--- config.mk ---
export PLATFORM = sky130hd
export DESIGN_NAME = sdspi_host_arbiter
export DESIGN_NICKNAME = d
export VERILOG_FILES = /design/src/rtl/sdspi_arb_pkg.sv /design/src/rtl/rr_arbiter.sv /design/src/rtl/sdspi_host_arbiter.sv
export SDC_FILE = /design/constraint.sdc
export NUM_CORES = 1
export LEC_CHECK = 0
export BUFFER_PORTS_ARGS = -buffer_cell sky130_fd_sc_hd__buf_2
export CORE_MARGIN = 2
export CORE_UTILIZATION = 38
export CTS_CLUSTER_SIZE = 14
export DETAILED_ROUTE_END_ITERATION = 8
export PLACE_DENSITY = 0.89
export RECOVER_POWER = 25
export SYNTH_ARGS = -nofsm -noshare
export SYNTH_HDL_FRONTEND = slang
export SYNTH_SLANG_ARGS = --single-unit
--- constraint.sdc ---
create_clock -name clk -period 4 [get_ports clk]
set_clock_uncertainty 0.05 [all_clocks]
set_input_delay 0.2 -clock clk [delete_from_list [all_inputs] [get_ports clk]]
set_output_delay 0.2 -clock clk [all_outputs]
set_load 0.02 [all_outputs]
--- src/rtl/sdspi_arb_pkg.sv ---
// Shared types and widths for the sdspihost session arbiter.
package sdspi_arb_pkg;

    localparam int MAX_REQ = 8;
    localparam int ADDR_W  = 32;
    localparam int DATA_W  = 8;

    typedef enum logic [2:0] {
        ST_INIT_RST,
        ST_INIT_WAIT,
        ST_IDLE,
        ST_GRANTED,
        ST_DRAIN,
        ST_REINIT
    } arb_state_t;

endpackage

--- src/rtl/rr_arbiter.sv ---
// Combinational round-robin picker: first active request after last_owner, wrapping.
module rr_arbiter
    import sdspi_arb_pkg::*;
#(
    parameter int NUM_REQ = 2,
    parameter int IDX_W   = (NUM_REQ > 1) ? $clog2(NUM_REQ) : 1
) (
    input  logic [NUM_REQ-1:0] req,
    input  logic [IDX_W-1:0]   last_owner,
    output logic [NUM_REQ-1:0] pick_oh,
    output logic [IDX_W-1:0]   pick_idx
);

    // Scan from last_owner+1 around the ring; the loop is bounded by the widest legal configuration.
    always_comb begin
        logic             found;
        logic [IDX_W-1:0] cand;
        found    = 1'b0;
        cand     = '0;
        pick_oh  = '0;
        pick_idx = '0;
        for (int k = 1; k <= MAX_REQ; k++) begin
            if (k <= NUM_REQ) begin
                cand = IDX_W'((int'(last_owner) + k) % NUM_REQ);
                if (!found && req[cand]) begin
                    found         = 1'b1;
                    pick_oh[cand] = 1'b1;
                    pick_idx      = cand;
                end
            end
        end
    end

endmodule

--- src/rtl/sdspi_host_arbiter.sv ---
// Shares one sdspihost between NUM_REQ requesters: runs the host reset/init sequence,
// grants whole sessions round-robin and muxes the owner's command interface to the host.
module sdspi_host_arbiter
    import sdspi_arb_pkg::*;
#(
    parameter int NUM_REQ    = 2,
    parameter int RST_CYCLES = 16
) (
    input  logic                      clk,
    input  logic                      rst,
    input  logic [NUM_REQ-1:0]        req,
    input  logic [NUM_REQ-1:0]        req_reinit,
    input  logic [NUM_REQ-1:0]        req_r_block,
    input  logic [NUM_REQ-1:0]        req_r_multi_block,
    input  logic [NUM_REQ-1:0]        req_r_byte,
    input  logic [NUM_REQ-1:0]        req_w_block,
    input  logic [NUM_REQ-1:0]        req_w_byte,
    input  logic [ADDR_W*NUM_REQ-1:0] req_block_addr,
    input  logic [DATA_W*NUM_REQ-1:0] req_data_in,
    output logic [NUM_REQ-1:0]        gnt,
    output logic [NUM_REQ-1:0]        req_busy,
    output logic                      spi_rst,
    output logic                      spi_r_block,
    output logic                      spi_r_multi_block,
    output logic                      spi_r_byte,
    output logic                      spi_w_block,
    output logic                      spi_w_byte,
    output logic [ADDR_W-1:0]         spi_block_addr,
    output logic [DATA_W-1:0]         spi_data_in,
    input  logic                      spi_busy,
    input  logic                      spi_err,
    input  logic [DATA_W-1:0]         spi_data_out,
    output logic                      err_out,
    output logic [DATA_W-1:0]         data_out,
    output logic                      init_done
);

    localparam int IDX_W = (NUM_REQ > 1) ? $clog2(NUM_REQ) : 1;
    localparam int CNT_W = $clog2(RST_CYCLES + 1);

    arb_state_t       state;
    logic [CNT_W-1:0] rst_cnt;
    logic [IDX_W-1:0] owner_idx;
    logic [IDX_W-1:0] last_owner;
    logic             reinit_pend;
    logic [NUM_REQ-1:0] pick_oh;
    logic [IDX_W-1:0]   pick_idx;
    logic               owner_live;

    rr_arbiter #(
        .NUM_REQ (NUM_REQ),
        .IDX_W   (IDX_W)
    ) u_rr (
        .req        (req),
        .last_owner (last_owner),
        .pick_oh    (pick_oh),
        .pick_idx   (pick_idx)
    );

    // Session FSM: host reset/init, grant, drain and owner-requested reinit; all control outputs registered.
    always_ff @(posedge clk or posedge rst) begin
        if (rst) begin
            state       <= ST_INIT_RST;
            rst_cnt     <= '0;
            spi_rst     <= 1'b1;
            gnt         <= '0;
            init_done   <= 1'b0;
            owner_idx   <= '0;
            last_owner  <= IDX_W'(NUM_REQ - 1);
            reinit_pend <= 1'b0;
        end else begin
            case (state)
                ST_INIT_RST, ST_REINIT: begin
                    if (rst_cnt == CNT_W'(RST_CYCLES - 1)) begin
                        spi_rst     <= 1'b0;
                        rst_cnt     <= '0;
                        reinit_pend <= (state == ST_REINIT);
                        state       <= ST_INIT_WAIT;
                    end else begin
                        rst_cnt <= rst_cnt + 1'b1;
                    end
                end
                ST_INIT_WAIT: begin
                    if (!spi_busy) begin
                        init_done   <= 1'b1;
                        reinit_pend <= 1'b0;
                        // A reinit keeps the session: the owner and its gnt were never released.
                        state       <= reinit_pend ? ST_GRANTED : ST_IDLE;
                    end
                end
                ST_IDLE: begin
                    if (|req) begin
                        gnt        <= pick_oh;
                        owner_idx  <= pick_idx;
                        last_owner <= pick_idx;
                        state      <= ST_GRANTED;
                    end
                end
                ST_GRANTED: begin
                    if (!req[owner_idx]) begin
                        gnt   <= '0;
                        state <= spi_busy ? ST_DRAIN : ST_IDLE;
                    end else if (req_reinit[owner_idx] && !spi_busy) begin
                        spi_rst <= 1'b1;
                        rst_cnt <= '0;
                        state   <= ST_REINIT;
                    end
                end
                ST_DRAIN: begin
                    if (!spi_busy) begin
                        state <= ST_IDLE;
                    end
                end
                default: state <= ST_INIT_RST;
            endcase
        end
    end

    // Owner mux: strobes only while the owner still holds req, addr/data whenever an owner exists.
    always_comb begin
        owner_live        = (state == ST_GRANTED) && req[owner_idx];
        spi_r_block       = owner_live && req_r_block[owner_idx];
        spi_r_multi_block = owner_live && req_r_multi_block[owner_idx];
        spi_r_byte        = owner_live && req_r_byte[owner_idx];
        spi_w_block       = owner_live && req_w_block[owner_idx];
        spi_w_byte        = owner_live && req_w_byte[owner_idx];
        spi_block_addr    = '0;
        spi_data_in       = '0;
        if (|gnt) begin
            spi_block_addr = req_block_addr[ADDR_W*int'(owner_idx) +: ADDR_W];
            spi_data_in    = req_data_in[DATA_W*int'(owner_idx) +: DATA_W];
        end
        // Everyone but a granted owner sees the host as busy and holds off commands.
        req_busy = '1;
        if (state == ST_GRANTED) begin
            req_busy[owner_idx] = spi_busy;
        end
    end

    assign err_out  = spi_err;
    assign data_out = spi_data_out;

endmodule

## Word-level counts from Yosys, hierarchy flattened

Index checks and enable logic that the tools add are counted.

| word-level totals | value |
|---|---|
| output and inout port bits | 60 |
| input port bits | 106 |
| word-level logic and storage cells | 119 |
| register bits after elaboration | 15 |

| operators by class | value |
|---|---|
| bitwise gates (word level) | 4 |
| reduce and logical (&&, ||, !) cells | 27 |
| shift operators | 2 |
| equality and inequality tests | 14 |
| $lt $le $gt $ge | 6 |
| multiplexer cells | 55 |
| $add $sub $neg | 3 |

Operators with widths:

| cell | number |
|---|---|
| $shiftx 64x7->32 | 1 |
| $mux 32 | 1 |
| $mux 1 | 30 |
| $mux 3 | 7 |
| $shiftx 16x5->8 | 1 |
| $mux 5 | 3 |
| $pmux 3 s5 | 1 |
| $ne 2x2->1 const B | 7 |
| $logic_and 1x1->1 | 11 |
| $mux 2 | 5 |
| $pmux 5 s2 | 1 |
| $reduce_and 3->1 | 3 |
| $mux 8 | 1 |
| $eq 3x2->1 const B | 2 |
| $eq 3x3->1 const B | 2 |
| $lt 1x2->1 const B | 3 |
| $reduce_bool 2->1 | 3 |
| $reduce_or 2->1 | 3 |
| $add 5x1->5 const B | 1 |
| $eq 5x4->1 const B | 1 |
| $reduce_and 5->1 | 1 |
| $or 2x2->2 | 2 |
| $pmux 1 s2 | 2 |
| $pmux 2 s2 | 1 |
| other kinds (11) | 18 |

## Logic depth before layout (Yosys ltp)

Gate-level depths: netlist of the first run.

| depth | value |
|---|---|
| word-level depth | 10 |
| depth in mapped cells | 7 |
| gate-level depth less buffers | 6 |

## Cells and area by module

Synthesis of the first run repeated with hierarchy kept, for this count alone.

| unflattened totals | value |
|---|---|
| cells, all modules | 199 |
| area, all modules | 1,639.1 µm² |

Modules (own cells, without submodules):

| module | sequential area each (µm²) | area each (µm²) | cells an instance | instances |
|---|---|---|---|---|
| sdspi_host_arbiter | 377.9 | 1,612.8 | 195 | 1 |
| rr_arbiter | 0.0 | 26.3 | 4 | 1 |

## Worst setup path after synthesis of the first run

No wires, ideal clock.

| path | value |
|---|---|
| path type | register -> register |
| start | register rst_cnt[0] |
| end | register state[1] |
| stages on the path, launching flop included | 7 |
| setup slack | 2.307 ns |
| library setup time | 0.118 ns |
| buffers on the path | 0 |
| data arrival time | 1.525 ns |
| period minus slack after synthesis | 1.693 ns |
| required time | 3.832 ns |
| cells stage by stage | dfrtp_1 > ha_1 > and4b_1 > or3_1 > nand4_2 > a21oi_1 > a21o_1 |

| between the ends | value |
|---|---|
| cells in the longest elaborated chain, start to end | 3 |

Ends and longest elaborated chain:

| element | RTL line | RTL |
|---|---|---|
| start, declared | sdspi_host_arbiter.sv:42 | `logic [CNT_W-1:0] rst_cnt;` |
| start signal, assigned | sdspi_host_arbiter.sv:80 | `rst_cnt <= rst_cnt + 1'b1;` |
| $eq 5x4->1 | sdspi_host_arbiter.sv:74 | `if (rst_cnt == CNT_W'(RST_CYCLES - 1)) begin` |
| $ne 2x2->1 (no line) | -- |  |
| $reduce_and 5->1 (no line) | -- |  |
| end signal, assigned | sdspi_host_arbiter.sv:88 | `state <= reinit_pend ? ST_GRANTED : ST_IDLE;` |
| end signal, assigned | sdspi_host_arbiter.sv:102 | `state <= spi_busy ? ST_DRAIN : ST_IDLE;` |
| end, declared | sdspi_host_arbiter.sv:41 | `arb_state_t state;` |

Every way passes these cells.
A chain may end at the register's enable or synchronous reset.

## Worst setup path after layout of the first run

| path | value |
|---|---|
| start | register owner_idx |
| end | output spi_data_in[2] |

| between the ends | value |
|---|---|
| cells in the longest elaborated chain, start to end | 2 |

Ends and longest elaborated chain:

| element | RTL line | RTL |
|---|---|---|
| start, declared | sdspi_host_arbiter.sv:43 | `logic [IDX_W-1:0] owner_idx;` |
| start signal, assigned | sdspi_host_arbiter.sv:94 | `owner_idx <= pick_idx;` |
| $shiftx 16x5->8 | sdspi_host_arbiter.sv:131 | `spi_data_in = req_data_in[DATA_W*int'(owner_idx) +: DATA_W];` |
| $mux 8 | sdspi_host_arbiter.sv:129 | `if (\|gnt) begin` |
| end, declared | sdspi_host_arbiter.sv:29 | `output logic [DATA_W-1:0] spi_data_in,` |

Every way passes these cells.

==> results of run 1 <==
[synth_stat cells (2+ instances only)]
master,instances,area (µm²)
o21ai_0,9,45.0
nor2_1,54,203
o221ai_1,2,17.5
nand2_1,13,48.8
inv_1,3,11.3
dfstp_2,2,52.6
or3_1,3,18.8
nor2b_1,2,12.5
clkbuf_1,4,15.0
buf_2,8,40.0
a22o_1,2,17.5
dfrtp_1,13,325
a21oi_1,2,10.0
mux2i_1,47,470
a21o_1,2,15.0
buf_4,11,82.6
nand3_1,4,20.0
o31ai_1,2,15.0
[layer usage]
layer / vias up / share of wire / global-route usage
met5: - / 0 / 0
met4: 0 / 0.016 / 0.0882
met3: 9 / 0.098 / 0.0341
met2: 109 / 0.50 / 0.339
met1: 810 / 0.38 / 0.216
li1: 954 / - / -
[tightest hold or removal path, delay by kind of cell]
family,cells,cell delay [ns]
AND/OR/NAND/NOR,1,0.08
AO/OA/AOI/OAI,1,0.09
buffers and inverters,1,0.12
[state kept, by name, indices dropped and copies added (netlist names)]
register	cells
spi_rst	1
state	3
rst_cnt	5
init_done	1
reinit_pend	1
last_owner	1
owner_idx	1
gnt	2
[final timing paths]
| kind | from | to | cells past startpoint |
|---|---|---|---|
| worst max register to register | owner_idx | rst_cnt[3] | 5 |
| worst min-delay path | req[1] | last_owner | 3 |
| min in group asynchronous | rst | rst_cnt[2] | 3 |
| worst min register to register | rst_cnt[4] | rst_cnt[4] | 1 |
| max in group asynchronous | rst | owner_idx | 3 |
| worst max-delay path | owner_idx | spi_data_in[2] | 4 |
[logic make-up after synthesis]
kind of cell    after synthesis  share of synthesized area
buf+inv                      26                     0.0935
fa+ha+maj                     1                    0.00785
xor+xnor                      1                    0.00550
mux                          48                      0.305
compound gates               26                      0.119
simple gates                 84                      0.232
flops                        15                      0.237
[through the flow]
step | cell area [µm²] | hold WS [ns] | setup slack [ns]
global placement | 2270 | 0.217 | 2.00
global route | 2330 | 0.211 | 1.56
finish | 2330 | 0.187 | 1.68
floorplan | 1590 | 0.0500 | 2.31
detailed placement | 2270 | 0.227 | 1.94
CTS | 2330 | 0.187 | 1.67
[cell type report]
class | instances | area [µm²] | area share
Inverter | 3 | 11.3 | 0.00484
Multi-Input combinational cell | 160 | 1070 | 0.459
Timing Repair Buffer | 150 | 759 | 0.327
Clock buffer | 4 | 45.0 | 0.0194
Sequential cell | 15 | 379 | 0.163
Tap cell | 50 | 62.6 | 0.0269
[cells in the final DEF, fill, tap and decap left out, drive strengths merged, types with 2 or more instances in the layout]
| cell type | instances |
|---|---|
| o221ai | 2 |
| o31ai | 2 |
| a21o | 2 |
| a22o | 2 |
| nor2 | 54 |
| a21oi | 3 |
| mux2i | 47 |
| nand3 | 4 |
| inv | 3 |
| o21ai | 9 |
| buf | 148 |
| dfstp | 2 |
| or3 | 3 |
| clkbuf | 5 |
| nand2 | 13 |
| dfrtp | 13 |
| nor2b | 2 |
[where the power goes]
part / leakage, nW / internal (W) / switching (W)
Combinational: 1.16 / 0.000463 / 0.000674
Sequential: 0.180 / 0.000214 / 0.000122
Clock: 0.0228 / 0.0000708 / 0.0000556
Total: 1.36 / 0.000749 / 0.000852
==> impl_results.md, run 1 <==
- Cell chain of the critical path: buf_4, mux2i_1, nor2_1, buf_2
- IO buf count: between 100 and 150
- Number of CTS-inserted buffers: 3
- Vias post-DR: roughly 1.9k
- Buffers & Inverters on Critical Path: 2
- Worst skew pair latency: 0.25 ns
- Wire per inst: roughly 13 µm
- Pre-Repair DR Iteration Count: 4
- Final core occ: 0.577
- Crit path max-delay family: flip-flops
- DRC Markers: 0
- Setup_tns: 0 ns
- Power per cell area: around 690 mW/mm²
- Rel. slew slack: 0.545
- Crit Path Category: flop to primary output
- I/O Pins: approximately 170
- CTS tree: built
- # nets final: 440
- Top FF cell, synth: dfrtp_1
- Final WL: roughly 5 mm
- Hold violation count in the final report: 0
- Antenna violations before repair: 0
- Initial DRC count: 41
- CTS resizes: 0
- Share of post-route cells with drive strength above 1: 0.485
- Startpoint Class: flop
- Slowest cell on the critical path: dfrtp_2
- Status: finished, final reports clean
- # setup viols final: 0
- Cell count after synthesis: about 200
- First-pass GRT wire length: ~6.7 mm
- Fin crit period: 2.32 ns
- Placed insts: 377
- Die width: ~69 µm
- Post-Syn Area per Cell: 7.92 µm²
- Starting density of the core: 0.395
- GPL Wtd Cong: around 0.83
- Register area share after synthesis: 0.237
- Yosys warnings: 0
- Die Height: approximately 70 µm
- Row Count: 23
- Leakage: 1.36 nW
- Part of the cycle the worst path needs: 0.580
- Setup bufs post-CTS: 0
- Syn nets: a little over 300
- Core ar.: approximately 0.0040 mm²
- DIE AREA: ~0.0047 mm²
- Maxcap violations: 0
- Distinct cell type count after synthesis: 36
- Post-Syn Area: 0.00159 mm²
- Crit path largest cell delay: just over 0.8 ns
- Detailed Place HPWL: a little over 4 mm
- CP Capture Type: primary output
- Vias in the first global route: 1589
- Number of synthesized flops with an enable pin: 0
- Largest net degree at the start of global routing: between 40 and 50
- RSZ-0062 raised after global routing: false
- Final Max Slew Viols: 0
- Synth Register Bits: 15
- Fmax: 0.431 GHz
- Sink Count: 15
- CTS root buffer: clkbuf_8
- Hold Path Class: primary input to flop
- Final cell count without fillers: ~380
- Clock buffer depth: 2
- Total gr overflow: 0
- R2R setup slack: 1.99 ns
- CP max FO: 26
- Synthesis-to-finish area growth: 46.0%
- Worst-path clk slew: 0.06 ns
- FFs w/ async S/R, synth: 1.00
- Total number of H-tree levels: 1
- Slew @ Worst Pin: 0.683 ns
- Total power: around 0.0016 W
- Filler cells: 350
- Vias per cell: between 4 and 5
- DRT antenna net count: 0
- N_diodes: 0
- Worst vdd ir: 0.300 mV
- Hold buffers post-CTS: 1
- All-layer global routing usage: 0.189
- Critical Path RT: between 3 and 4 ns
- WP data arrival: between 2 and 2.5 ns
No activity file was read; power rests on OpenSTA's default activity.
==> run 2: changes to the inputs <==
CORE_UTILIZATION = 32   (was 38)
PLACE_DENSITY = 0.8   (was 0.89)
clock period = 1.95 ns   (was 4 ns; I/O delays follow)
==> run 2 against run 1 <==
Power up 110%. Largest power group unchanged. Routed wire length down 1.6%. Via count rose by 2.0%. Critical path type is now flop to flop. Critical endpoint is now state[1]. Sequential share of layout area is 0.20 points lower. Die area rose by 18%. Global-route usage shrank 2.8 points.
==> impl_results.md, run 2 (synthesis results as in run 1) <==
- Status: finished, final reports clean
- CTS tree: built
- Die Height: 74.6 µm (+8.5%)
- RSZ-0062 raised after global routing: false
- Clock buffer depth: 2 (unchanged)
- Most frequent cells in the layout: buf_2, nor2_1, mux2i_1
- Max reg flops: 5 (unchanged)
- Finished layout cell area: 0.00235 mm² (+1.2%)
- Depth of the worst hold-timing path: 3 (unchanged)
- Worst-path clk slew: 0.06 ns (about the same)
- Most common cell after layout, fill and taps aside: buf_2
- Total gr overflow: 0 (unchanged)
- Pre-Repair DR Iteration Count: 4 (unchanged)
- Sink Count: 15 (unchanged)
- Fmax: between 0.5 and 0.6 GHz
- HP Start: req[1]
- Starting density of the core: 0.335 (-0.0603)
- Leakage: 1.36 nW (about the same)
- Startpoint Class: flop
- Most flop-heavy register: rst_cnt
- Top flop regs: rst_cnt: 5 flops, state: 3 flops, gnt: 2 flops
- FF-to-FF path depth: 6 (+1)
- I/O Pins: 166 (unchanged)
- Hold violation count in the final report: 0 (unchanged)
- Vias per cell: 4.80 (-2.6%)
- CP max FO: 5 (-81%)
- Detailed Place HPWL: 4.05 mm (-1.4%)
- First-pass GRT wire length: 7.03 mm (+5.5%)
- Vias in the first global route: 1675 (+5.4%)
- Synthesis-to-finish area growth: 47.8%
- Setup_tns: 0 ns (unchanged)
- Largest net degree at the start of global routing: 41 (unchanged)
- Cell Area, Placed: 0.00230 mm² (+1.3%)
- Part of the cycle the worst path needs: 0.951
- # nets final: 441 (+0.23%)
- Initial DRC count: 48 (+17%)
- IO buf count: 147 (unchanged)
- Antenna violations before repair: 0 (unchanged)
- Worst vdd ir: 0.659 mV (+120%)
- Worst R2R Start: rst_cnt[0]
- GPL Wtd Cong: 0.788 (-5.5%)
- Min-Delay Endpoint: last_owner
- CP Capture Type: flop
- CTS root buffer: clkbuf_8
- DIE AREA: 0.00556 mm² (+18%)
- Hold Path Class: primary input to flop
- DRC Markers: 0 (unchanged)
- Fin crit period: about 1.9 ns
- Core ar.: 0.00475 mm² (+18%)
- R2R setup slack: 0.1 ns (-1.89 ns)
- Crit Path Category: flop to flop
- Total number of H-tree levels: 1 (unchanged)
- Maxcap violations: 0 (unchanged)
- All-layer global routing usage: 0.161 (-0.0278)
- # setup viols final: 0 (unchanged)
- Worst skew pair latency: 0.25 ns (about the same)
- Wire per inst: 12.3 µm (-6.0%)
- R2R Path End: state[1]
- Row Count: 25 (+8.7%)
- DRT antenna net count: 0 (unchanged)
- Share of post-route cells with drive strength above 1: 0.486 (+0.00155)
- Final Max Slew Viols: 0 (unchanged)
- Total power: 0.00330 W (+110%)
- Vias post-DR: 1919 (+2.0%)
- Final WL: 4.93 mm (-1.6%)
- Power per cell area: 1400 mW/mm² (+100%)
- Critical Path RT: 2.04 ns (-1.71 ns)
- Number of CTS-inserted buffers: 3 (unchanged)
- Die width: 74.6 µm (+8.5%)
- N_diodes: 0 (unchanged)
- Rel. slew slack: 0.624 (+0.0789)
- WP data arrival: 1.95 ns (-0.12 ns)
- Slew @ Worst Pin: 0.564 ns (-0.119 ns)
-- run 2: critical path: stages (launching register included) --
cell and delay (ns):
dfrtp_1 0.42, ha_1 0.27, and4b_1 0.27, or3_1 0.36
nand4_2 0.15, a21oi_1 0.05, a21o_1 0.18
-- run 2: final cells by class --
class | count | area (µm²)
sequential | 15 | 379
clock inverter | 1 | 5.00
clock buffer | 3 | 41.3
tap | 67 | 83.8
timing repair buffer | 151 | 764
multi-input combinational | 160 | 1070
inverter | 3 | 11.3
fill | 451 | 2400
-- run 2: where the power goes --
part	leakage (nW)	total (W)	switching, W	internal [W]
logic	1.16	0.00246	0.00150	0.000961
registers	0.180	0.000589	0.000147	0.000442
clock network	0.0255	0.000254	0.000113	0.000142
-- run 2: how the worst max path moves through the flow --
stage	endpoint	from	slack, ns	depth (start not counted)
3_3_place_gp	state[1]	rst_cnt[0]	0.18	6
4_1_cts	spi_r_multi_block	state[2]	0.08	4
5_1_grt	state[1]	rst_cnt[0]	0.02	6
2_1_floorplan	state[1]	rst_cnt[0]	0.26	6
3_5_place_dp	state[1]	rst_cnt[0]	0.13	6
6_report	state[1]	rst_cnt[0]	0.1	6
-- run 2: routing by layer --
metal	routed length (µm)	up-vias	GRT usage
li1	-	951	-
met1	1860	851	0.183
met2	2540	113	0.297
met3	489	4	0.0312
met4	33	0	0.0595
met5	0	-	0
-- run 2: per-stage QoR --
step / util / hold WS (ns) / setup WS [ns] / instances
floorplan: - / -0.0525 / 0.257 / 201
global placement: 0.484 / 0.122 / 0.183 / 395
detailed placement: 0.484 / 0.139 / 0.129 / 395
CTS: 0.496 / 0.0709 / 0.0828 / 400
global route: 0.495 / 0.0901 / 0.0158 / 400
finish: 0.495 / 0.0724 / 0.0956 / 400
-- run 2: what timing repair did --
item / CTS / global route
hold endpoints to repair: 13 / 0
endpoints found under the setup margin: 0 / 5
resized for setup: 0 / 1
hold buffers: 1 / 0
buffers inserted: 0 / 0
==> run 3: changes to the inputs <==
==> constraint.sdc (replaced) <==
create_clock -name clk -period 1.95 [get_ports clk]
set_clock_uncertainty 0.05 [all_clocks]
set_input_delay 0 -clock clk [delete_from_list [all_inputs] [get_ports clk]]
set_output_delay 0 -clock clk [all_outputs]
set_load 0.02 [all_outputs]
==> run 3 against run 2 <==
Critical path depth down 2. First-iteration DRC count up 23%. Die area unchanged. Largest power group unchanged. Register-to-register slack better by 0.03 ns. Sequential cell count unchanged. Clock power about the same. Routed wire length up 7.5%. Core utilization up 2.2 points. Design area up 4.5%. Largest cell class unchanged. Non-clock buffer count up 11. Worst hold slack worse by 0.020 ns.
==> impl_results.md, run 3 (synthesis results as in run 1) <==
- Status: finished, final reports clean
- DRT antenna net count: 0 (unchanged)
- Vias in the first global route: 1622 (-3.2%)
- Starting density of the core: 0.335 (unchanged)
- CTS tree: built
- Sequential power share: 0.176 (-0.002)
- Clock share of power: 0.075 (-0.002)
- Switching power: 0.00180 W (+2.4%)
- Most flop-heavy register: rst_cnt
- Total gr overflow: 0 (unchanged)
- Largest net degree at the start of global routing: 41 (unchanged)
- Synthesis-to-finish area growth: 54.4%
- Crit path largest cell delay: 0.55 ns (+0.13 ns)
- Core ar.: 0.00475 mm² (unchanged)
- GPL Wtd Cong: 0.796 (+1.0%)
- Number of CTS-inserted buffers: 3 (unchanged)
- CP max FO: 12 (+7)
- Total number of H-tree levels: 1 (unchanged)
- Crit path max-delay family: simple AND/OR/NAND/NOR gates
- Row Count: 25 (unchanged)
- Fin crit period: 1.83 ns (-0.0263 ns)
- Sink Count: 15 (unchanged)
- Maxcap violations: 0 (unchanged)
- Top flop regs: rst_cnt: 5 flops, state: 3 flops, gnt: 2 flops
- Final WL: 5.30 mm (+7.5%)
- Final Max Slew Viols: 0 (unchanged)
- Power per cell area: 1370 mW/mm² (-2.5%)
- Most frequent cells in the layout: buf_2, nor2_1, mux2i_1
- Worst vdd ir: 0.549 mV (-17%)
- Max reg flops: 5 (unchanged)
- Detailed Place HPWL: 3.98 mm (-1.5%)
- First-pass GRT wire length: 7.25 mm (+3.1%)
- Worst skew pair latency: 0.25 ns (about the same)
- Critical Path RT: 1.90 ns (-0.14 ns)
- Crit Path Category: flop to primary output
- WP data arrival: 1.78 ns (-0.17 ns)
- Share of post-route cells with drive strength above 1: 0.468 (-0.0185)
- Leakage: 1.41 nW (+3.3%)
- Slowest cell on the critical path: dfrtp_1
- Pre-Repair DR Iteration Count: 4 (unchanged)
- CP Capture Type: primary output
- Startpoint Class: flop
- Die Height: 74.6 µm (unchanged)
- Hold Path Class: primary input to flop
- Setup bufs post-CTS: 0 (unchanged)
- # setup viols final: 0 (unchanged)
- Slew @ Worst Pin: 0.583 ns (+0.0191 ns)
- Most common cell after layout, fill and taps aside: buf_2
- Int Power: 0.00156 W (+1.2%)
- Combinational power share: 0.749 (+0.004)
- Wire per inst: 12.9 µm (+4.7%)
- Worst-path clk slew: 0.06 ns (about the same)
- Rel. slew slack: 0.611 (-0.0128)
- Hold violation count in the final report: 0 (unchanged)
- Die width: 74.6 µm (unchanged)
- Switch share: 0.535 (+0.00298)
- RSZ-0062 raised after global routing: false
- Fmax: 0.547 GHz (+1.4%)
- CTS root buffer: clkbuf_8
- Antenna violations before repair: 0 (unchanged)
- All-layer global routing usage: 0.166 (+0.00456)
- N_diodes: 0 (unchanged)
- DIE AREA: 0.00556 mm² (unchanged)
- Setup_tns: 0 ns (unchanged)
- Buffers & Inverters on Critical Path: 1 (+1)
- Final core occ: 0.517 (+0.0221)
- DRC Markers: 0 (unchanged)
- # nets final: 452 (+2.5%)
- Clock buffer depth: 2 (unchanged)
- I/O Pins: 166 (unchanged)
- Vias per cell: 4.75 (-1.0%)
- Part of the cycle the worst path needs: 0.937 (-0.0135)
- Cell chain of the critical path: and3b_1, nand2_1, nor2_1, buf_2
- IO buf count: 147 (unchanged)
- Initial DRC count: 59 (+23%)
- Vias post-DR: 1952 (+1.7%)
-- run 3: cell types whose count changed in the layout (fill, tap and decap cells not counted), sizes merged --
| cell | previous run | this run |
|---|---|---|
| buf | 147 | 148 |
| clkbuf | 6 | 7 |
| clkinv | 1 | 0 |
| dlygate4sd3 | 1 | 11 |
-- run 3: power by group through the flow --
stage	Sequential [W]	Clock, W	Combinational [W]
4_1_cts	0.000588	0.000259	0.00253
3_3_place_gp	0.000584	0	0.00242
5_1_grt	0.000613	0.000275	0.00273
6_report	0.000591	0.000252	0.00252
3_5_place_dp	0.000590	0	0.00247
2_1_floorplan	0.000540	0	0.00188
-- run 3: tightest hold or removal path, stage by stage --
cell	delay, ns
buf_2	0.12
nand2_1	0.09
nand2_1	0.07
o21ai_0	0.07
-- run 3: layout make-up --
type | instances | area [µm²]
timing repair buffer | 162 | 872
sequential | 15 | 379
clock buffer | 4 | 45.0
multi-input combinational | 160 | 1070
inverter | 3 | 11.3
tap | 67 | 83.8
fill | 445 | 2290
-- run 3: final timing paths --
| path | slack (ns) | to | start | cells past startpoint |
|---|---|---|---|---|
| worst min-delay path | 0.05 | last_owner | req[0] | 4 |
| worst max register to register | 0.12 | rst_cnt[3] | state[2] | 5 |
| worst min register to register | 0.43 | rst_cnt[4] | rst_cnt[4] | 1 |
| min in group asynchronous | 0.31 | reinit_pend | rst | 3 |
| max in group asynchronous | 1.13 | owner_idx | rst | 3 |
| worst max-delay path | 0.12 | spi_r_block | state[0] | 4 |
-- run 3: routing by layer --
layer,vias to the layer above,GRT usage,share of wire
li1,973,-,-
met1,851,0.198,0.39
met2,115,0.301,0.50
met3,13,0.0257,0.085
met4,0,0.0556,0.017
met5,-,0,0
-- run 3: per-stage QoR --
step           instance area, µm²  worst slack, ns  total power (W)  hold WS (ns)  std cells
4_1_cts                      2460            0.134          0.00337        0.0449        411
2_1_floorplan                1590            0.257          0.00242        -0.150        201
6_report                     2460            0.122          0.00336        0.0528        411
5_1_grt                      2460           0.0291          0.00362        0.0802        411
3_5_place_dp                 2310            0.183          0.00306       -0.0499        396
3_3_place_gp                 2310            0.225          0.00300       -0.0499        396
-- run 3: timing repair --
| action | CTS | global route |
|---|---|---|
| hold buffers | 11 | 0 |
| hold endpoints to repair | 23 | 0 |
| resized for setup | 0 | 0 |
